File: src/rtl/frame_capture_ctrl.sv
// Frame capture sequencer: arms, triggers on detector strobe, gates N samples to DMA, IRQs and holds off.
// Optional WAIT_ACK timeout and timeout_count_o port are built when FRAME_CTRL_TIMEOUT_EN is defined.
module frame_capture_ctrl #(
  parameter int unsigned CFO_WIDTH = 16,
  parameter int unsigned LEN_WIDTH = 16,
  parameter int unsigned HOLDOFF   = 64
`ifdef FRAME_CTRL_TIMEOUT_EN
  , parameter int unsigned TIMEOUT = 2**20
`endif
) (
  input  logic                 clk,
  input  logic                 rst,
  input  logic                 enable_i,
  input  logic                 sample_valid_i,
  input  logic                 det_strobe_i,
  input  logic [CFO_WIDTH-1:0] det_cfo_i,
  input  logic [LEN_WIDTH-1:0] frame_len_i,
  input  logic                 cpu_ack_i,
  output logic                 capture_en_o,
  output logic                 capture_start_o,
  output logic                 capture_done_o,
  output logic                 irq_o,
  output logic [CFO_WIDTH-1:0] cfo_o,
  output logic [2:0]           state_o,
  output logic [31:0]          frame_count_o,
`ifdef FRAME_CTRL_TIMEOUT_EN
  output logic [15:0]          timeout_count_o,
`endif
  output logic [15:0]          overrun_count_o
);

  typedef enum logic [2:0] {
    ST_IDLE     = 3'd0,
    ST_ARMED    = 3'd1,
    ST_CAPTURE  = 3'd2,
    ST_WAIT_ACK = 3'd3,
    ST_HOLDOFF  = 3'd4
  } state_e;

  localparam int unsigned HOLD_W = (HOLDOFF > 1) ? $clog2(HOLDOFF) : 1;
  localparam logic [HOLD_W-1:0] HOLD_LAST = HOLD_W'((HOLDOFF > 0) ? HOLDOFF - 1 : 0);
  localparam state_e POST_ACK = (HOLDOFF == 0) ? ST_ARMED : ST_HOLDOFF;

`ifdef FRAME_CTRL_TIMEOUT_EN
  localparam int unsigned TO_W = (TIMEOUT > 1) ? $clog2(TIMEOUT) : 1;
  localparam logic [TO_W-1:0] TO_LAST = TO_W'((TIMEOUT > 0) ? TIMEOUT - 1 : 0);
  logic [TO_W-1:0] to_q, to_d;
  logic [15:0]     tocnt_q, tocnt_d;
`endif

  state_e               state_q, state_d;
  logic [CFO_WIDTH-1:0] cfo_q, cfo_d;
  logic [LEN_WIDTH-1:0] len_q, len_d;
  logic [LEN_WIDTH:0]   cnt_q, cnt_d, cnt_inc;
  logic [HOLD_W-1:0]    hold_q, hold_d;
  logic                 start_q, start_d;
  logic                 done_q, done_d;
  logic [31:0]          frames_q, frames_d;
  logic [15:0]          ovr_q, ovr_d;

  assign cnt_inc = cnt_q + 1'b1;

  always_ff @(posedge clk) begin
    if (rst) begin
      state_q  <= ST_IDLE;
      cfo_q    <= '0;
      len_q    <= '0;
      cnt_q    <= '0;
      hold_q   <= '0;
      start_q  <= 1'b0;
      done_q   <= 1'b0;
      frames_q <= '0;
      ovr_q    <= '0;
`ifdef FRAME_CTRL_TIMEOUT_EN
      to_q     <= '0;
      tocnt_q  <= '0;
`endif
    end else begin
      state_q  <= state_d;
      cfo_q    <= cfo_d;
      len_q    <= len_d;
      cnt_q    <= cnt_d;
      hold_q   <= hold_d;
      start_q  <= start_d;
      done_q   <= done_d;
      frames_q <= frames_d;
      ovr_q    <= ovr_d;
`ifdef FRAME_CTRL_TIMEOUT_EN
      to_q     <= to_d;
      tocnt_q  <= tocnt_d;
`endif
    end
  end

  always_comb begin
    state_d  = state_q;
    cfo_d    = cfo_q;
    len_d    = len_q;
    cnt_d    = cnt_q;
    hold_d   = '0;
    start_d  = 1'b0;
    done_d   = 1'b0;
    frames_d = frames_q;
    ovr_d    = ovr_q;
`ifdef FRAME_CTRL_TIMEOUT_EN
    to_d     = '0;
    tocnt_d  = tocnt_q;
`endif

    // Strobes while disabled are neither captured nor counted as overruns.
    if (enable_i && det_strobe_i && (state_q != ST_ARMED) && (ovr_q != '1)) begin
      ovr_d = ovr_q + 16'd1;
    end

    if (!enable_i) begin
      state_d = ST_IDLE;
    end else begin
      case (state_q)
        ST_IDLE: state_d = ST_ARMED;
        ST_ARMED: begin
          if (det_strobe_i) begin
            state_d = ST_CAPTURE;
            cfo_d   = det_cfo_i;
            len_d   = (frame_len_i == '0) ? LEN_WIDTH'(1) : frame_len_i;
            cnt_d   = '0;
            start_d = 1'b1;
          end
        end
        ST_CAPTURE: begin
          if (sample_valid_i) begin
            cnt_d = cnt_inc;
            if (cnt_inc == {1'b0, len_q}) begin
              state_d  = ST_WAIT_ACK;
              done_d   = 1'b1;
              frames_d = frames_q + 32'd1;
            end
          end
        end
        ST_WAIT_ACK: begin
          if (cpu_ack_i) begin
            state_d = POST_ACK;
`ifdef FRAME_CTRL_TIMEOUT_EN
          end else if (to_q == TO_LAST) begin
            state_d = POST_ACK;
            if (tocnt_q != '1) tocnt_d = tocnt_q + 16'd1;
          end else begin
            to_d = to_q + 1'b1;
`endif
          end
        end
        ST_HOLDOFF: begin
          hold_d = hold_q;
          if (sample_valid_i) begin
            if (hold_q == HOLD_LAST) state_d = ST_ARMED;
            else                     hold_d  = hold_q + 1'b1;
          end
        end
        default: state_d = ST_IDLE;
      endcase
    end
  end

  assign capture_en_o    = (state_q == ST_CAPTURE);
  assign irq_o           = (state_q == ST_WAIT_ACK);
  assign capture_start_o = start_q;
  assign capture_done_o  = done_q;
  assign cfo_o           = cfo_q;
  assign state_o         = state_q;
  assign frame_count_o   = frames_q;
  assign overrun_count_o = ovr_q;
`ifdef FRAME_CTRL_TIMEOUT_EN
  assign timeout_count_o = tocnt_q;
`endif

endmodule

File: config.mk
export PLATFORM = sky130hd
export DESIGN_NAME = frame_capture_ctrl
export DESIGN_NICKNAME = d
export VERILOG_FILES = /design/src/rtl/frame_capture_ctrl.sv
export SDC_FILE = /design/constraint.sdc
export NUM_CORES = 1
export LEC_CHECK = 0
export ABC_AREA = 1
export BUFFER_PORTS_ARGS = -buffer_cell sky130_fd_sc_hd__buf_2
export CAP_MARGIN = 5
export CORE_UTILIZATION = 48
export CTS_CLUSTER_SIZE = 24
export DETAILED_ROUTE_END_ITERATION = 8
export PLACE_DENSITY = 0.8
export SYNTH_ARGS = -nofsm -noshare
export SYNTH_HDL_FRONTEND = slang
export SYNTH_SLANG_ARGS = --single-unit
File: constraint.sdc
create_clock -name clk -period 2.4 [get_ports clk]
set_input_delay 0.24 -clock clk [delete_from_list [all_inputs] [get_ports clk]]
set_output_delay 0.24 -clock clk [all_outputs]
set_load 0.005 [all_outputs]
### Word level (Yosys, flattened, before mapping)

Cells that the tools add are included.

* reduce and logical (&&, ||, !) cells: 15
* bitwise operators: 6
* eq/ne operators: 14
* $add $sub $neg: 4
* mux-type cells: 13

Operators with widths (count)
* two-way mux 17 bit: 2
* case mux 17 bit (2 select lines): 1
* adder 32 x 1 -> 32 bit, second input constant: 1
* two-way mux 3 bit: 6
* adder 17 x 1 -> 17 bit, second input constant: 1
* equality test 17 x 16 -> 1 bit: 1
* adder 16 x 1 -> 16 bit, second input constant: 1
* zero test 16 bit: 1
* two-way mux 16 bit: 1
* inequality test 16 bit, second input constant: 1
* case mux 3 bit (5 select lines): 1
* inequality test 2 bit, second input constant: 5
* AND reduction 4 bit: 2
* adder 6 x 1 -> 6 bit, second input constant: 1
* equality test 3 x 2 -> 1 bit, second input constant: 2
* equality test 6 bit, second input constant: 1
* NOT 1 bit: 6
* AND reduction 6 bit: 1
* OR reduction 3 bit: 2
* OR reduction 4 bit: 1
* equality test 3 x 1 -> 1 bit, second input constant: 1
* equality test 3 bit, second input constant: 1
* logical AND 1 bit: 3
* zero test 3 bit: 1
* other kinds (7): 8

* bits in registers: 108

### Longest topological paths before layout

* depth after elaboration: 5
* depth in mapped cells: 18

### Least setup slack after synthesis

OpenSTA, ideal clock, no wires.

* path type: flip-flop to flip-flop
* start point: register cnt_q[0]
* end point: register frames_q[23] (netlist: frame_count_o[23])
* data arrival time: 1.977 ns
* cell stages (with the launch flop): 16
* buffers on the path: 1
* setup slack: 0.313 ns
* path through: dfxtp_1 > ha_1 > nand2_1 > nor2_4 > nand3_1 > nand3_1 > nand2_1 > nor2_1 > nand2_1 > nor2_2 > nand2_2 > nor2_8 > buf_2 > nand4_1 > nand2_1 > nor2_1

* word-level cells in the longest chain between the ends: 3

RTL lines
* from (decl): RTL line 54 `logic [LEN_WIDTH:0] cnt_q, cnt_d, cnt_inc;`
* from (signal assigned): RTL line 82 `cnt_q <= cnt_d;`
* adder 17 x 1 -> 17 bit: RTL line 61 `assign cnt_inc = cnt_q + 1'b1;`
* equality test 17 x 16 -> 1 bit: RTL line 132 `if (cnt_inc == {1'b0, len_q}) begin`
* AND reduction 4 bit (no source line)
* to (signal assigned): RTL line 86 `frames_q <= frames_d;`
* to (decl): RTL line 58 `logic [31:0] frames_q, frames_d;`

No other way between the ends.
A chain may end at the register's enable or synchronous reset.

### Worst setup path in the final report

* start point: register cnt_q[6]
* end point: register frames_q[3] (netlist: frame_count_o[3])

The elaborated chain is that of the path after synthesis.

==> out/metrics.yaml <==
synth-seq-area-share_pct: 34.9
wl_per_cell_um: 12.3
irDropWorstVdd_mv: 0.612
ctsLongestPathBuffers: 2
root_buffer: "clkbuf_16"
area_growth_pct: 23.4
drt-met1-wl_mm: 7.35
cp.arrival_ns: 2.69
cpMostUsedCell: "nand2_1"
vias: 6644
ctsHoldBuffers: 0
final_cell_mix: "nand2_1, inv_1, nor2_1, buf_2, dfxtp_1"
max_freq_mhz: 417
grt_pass1_wl_mm: 25.5
hold_class: "primary input to register"
core-area_sq_um: 12600
skew_ns: 0.0100
grt_setup_unrepaired: "true"
r2r_end: "frame_count_o[3]$_SDFFE_PP0P_"
status: "finished clean"
drtAntennaViolNets: 0
dr_wl_met2_mm: 7.29
drive_gt1_share_pct: 19.9
yosysWarnings: 0
grt_overflow_total: 0
final_util_pct: 60.6
totalWireLength_mm: 16.0
die_y_um: 116
setup_viol: 0
dieArea_sq_um: 13400
synth_cells: 998
cp_max_fo: 8
hp-start: "det_cfo_i[9]"
final-hold-violation-count: 0
routed_via_density: 5.13
critical_path.slowest_cell: "dfxtp_2"
criticalPathCategory: "register to register"
clk_pin_slew_ns: 0.07
slew_violations: 0
synth-seq-cells: 108
grt_usage_pct: 23.7
multiInputGateArea_sq_um: 3440
grt_max_degree: 62
synth_cell_type_count: 36
min_path_cells: 3
worstMarginPinSlew_ns: 0.742
p_per_area_nw_per_um2: 528
route.detailed.drc: 0
drtIter0Drc: 638
p_leak_nw: 3.43
clk_latency_ns: 0.37
ff2ff_setup_slack_ns: 0.004
topRoutingLayerUsed: "met4"
maxCapViolations: 0
synth_fp_nets: 1040
cts_tree: "yes"
num-fill-cells: 1193
ioPinCount: 109
dr.pass1.iters: 6
cts_buffers: 9
min_to: "cfo_o[9]$_SDFFE_PP0P_"
initial_utilization_pct: 49.1
regArea_sq_um: 2170
cts.htree.levels: 3
start_kind: "register"
slowest_delay_ns: 0.40
avgSynthCellArea_sq_um: 6.21
crit_path_end_kind: "register"
crit_required_ns: 2.70
netlist_area_sq_um: 6200
gp_congestion: 0.927
r2r-start: "cnt_q[6]$_SDFFE_PP0P_"
layout_min_cycle_time_ns: 2.40
antenna_cells: 0
met3_length_mm: 1.14
rows: 41
dp_hpwl_mm: 11.1
path_cells: "nand2_2, nor2_4, buf_4, nand4_1, nand2_1, nand2_1, nand2_1, nand2_2, nor2_2, nand2_2, nor2_8, clkbuf_16, nand3_2, nand2_1, inv_1, nor2_1"
final_common_cell: "nand2_1"
antenna_found_initial: 0
portBuffers: 108
fin_crit_sh_pct: 99.8
setup_tns_ns: 0
slew-limit-headroom_pct: 50.4
fp.dieW_um: 116
grt_pass1_vias: 5724
clock_sinks: 108
finalPower_mw: 4.03
r2r_cells: 16
nets: 1160
-- area by class of cell --
cell class                 count  area share [%]
multi-input combinational    701            44.9
sequential                   108            28.4
timing repair buffer         140            11.7
inverter                     158            7.76
clock buffer                  10            3.12
tap                          172            2.81
clock inverter                 6            1.26
-- where the power goes --
part	internal [mW]	switching (mW)	total, mW
registers	1.84	0.0344	1.87
logic	0.192	0.294	0.486
clock network	0.955	0.723	1.68
total	2.98	1.05	4.03
-- logic make-up (layout without fill, tap and decap cells) --
family / Yosys count / after routing / synth area share (%)
buffers and inverters: 189 / 314 / 11.9
xor gates and xnor gates: 1 / 1 / 0.141
AOI/OAI and AO/OA: 93 / 93 / 8.32
and+or+nand+nor: 603 / 603 / 43.9
adders and majority gates: 4 / 4 / 0.808
DFF: 108 / 108 / 34.9
-- worst max-delay path, delay by kind of cell (launching register included) --
family	cells	cell delay (ns)
flops	1	0.40
simple gates	13	1.51
buf+inv	3	0.40
-- per-stage QoR --
step	setup slack, ns	cell area [sq um]	std cells	hold WS [ns]
global placement	0.0574	7010	1267	0.462
CTS	0.00115	7350	1283	0.0847
detailed placement	0.000854	7010	1267	0.469
finish	0.00395	7650	1295	0.0966
global route	-0.130	7650	1295	0.0903
floorplan	0.313	6200	998	0.375
-- what timing repair did --
action                                  in CTS  in global routing
endpoints found under the setup margin       0                 34
gates resized for setup                      0                 43
setup buffers                                0                  9
-- how the worst max path moves through the flow --
stage / cells after the start / endpoint / startpoint / slack [ns]
after floorplan: 15 / frame_count_o[23]$_SDFFE_PP0P_ / cnt_q[0]$_SDFFE_PP0P_ / 0.31
after global placement: 13 / state_o[1]$_SDFFE_PP0P_ / cnt_q[6]$_SDFFE_PP0P_ / 0.06
after detailed placement: 13 / state_o[1]$_SDFFE_PP0P_ / cnt_q[6]$_SDFFE_PP0P_ / 0.0009
after CTS: 13 / state_o[1]$_SDFFE_PP0P_ / cnt_q[6]$_SDFFE_PP0P_ / 0.001
after global routing: 16 / frame_count_o[6]$_SDFFE_PP0P_ / cnt_q[0]$_SDFFE_PP0P_ / -0.13
final: 16 / frame_count_o[3]$_SDFFE_PP0P_ / cnt_q[6]$_SDFFE_PP0P_ / 0.004
-- synth_stat cells --
| library cell | count | share of area, % |
|---|---|---|
| o21bai_1 | 2 | 0.24 |
| nor3b_1 | 3 | 0.36 |
| nor2_8 | 1 | 0.32 |
| buf_1 | 2 | 0.12 |
| or3_1 | 1 | 0.10 |
| buf_2 | 6 | 0.48 |
| o21ai_0 | 35 | 2.8 |
| nor3_1 | 26 | 2.1 |
| nand4_1 | 42 | 4.2 |
| nand4_2 | 1 | 0.20 |
| nand3_2 | 12 | 1.9 |
| o21a_1 | 1 | 0.12 |
| o221ai_1 | 1 | 0.14 |
| nand3_1 | 95 | 7.7 |
| ha_1 | 4 | 0.81 |
| nor2_4 | 4 | 0.73 |
| dfxtp_1 | 108 | 35 |
| nor2_1 | 153 | 9.3 |
| a21oi_1 | 37 | 3.0 |
| and3_1 | 1 | 0.10 |
| inv_2 | 4 | 0.24 |
| clkinv_1 | 2 | 0.12 |
| nor3_2 | 1 | 0.16 |
| nor4_1 | 8 | 0.81 |
| nor2_2 | 4 | 0.40 |
| xnor2_1 | 1 | 0.14 |
| clkbuf_1 | 20 | 1.2 |
| nand2_2 | 2 | 0.20 |
| inv_1 | 152 | 9.2 |
| nand2_1 | 245 | 15 |
| a221oi_1 | 1 | 0.14 |
| or2_2 | 2 | 0.20 |
| o21ai_1 | 2 | 0.16 |
| nand3b_1 | 2 | 0.24 |
| a211oi_1 | 14 | 1.7 |
| buf_6 | 3 | 0.55 |
-- sequential cells by signal, indices dropped and copies added (netlist names) --
signal           flops
capture_start_o      1
capture_done_o       1
state_o              3
frame_count_o       32
cnt_q               17
cfo_o               16
overrun_count_o     16
len_q               16
hold_q               6
-- routing by layer --
layer	up-vias	track usage [%]
met5	-	0
met4	0	6.15
met3	16	6.80
met2	222	38.6
met1	2958	30.9
li1	3448	-
No activity file was read; power rests on OpenSTA's default activity.
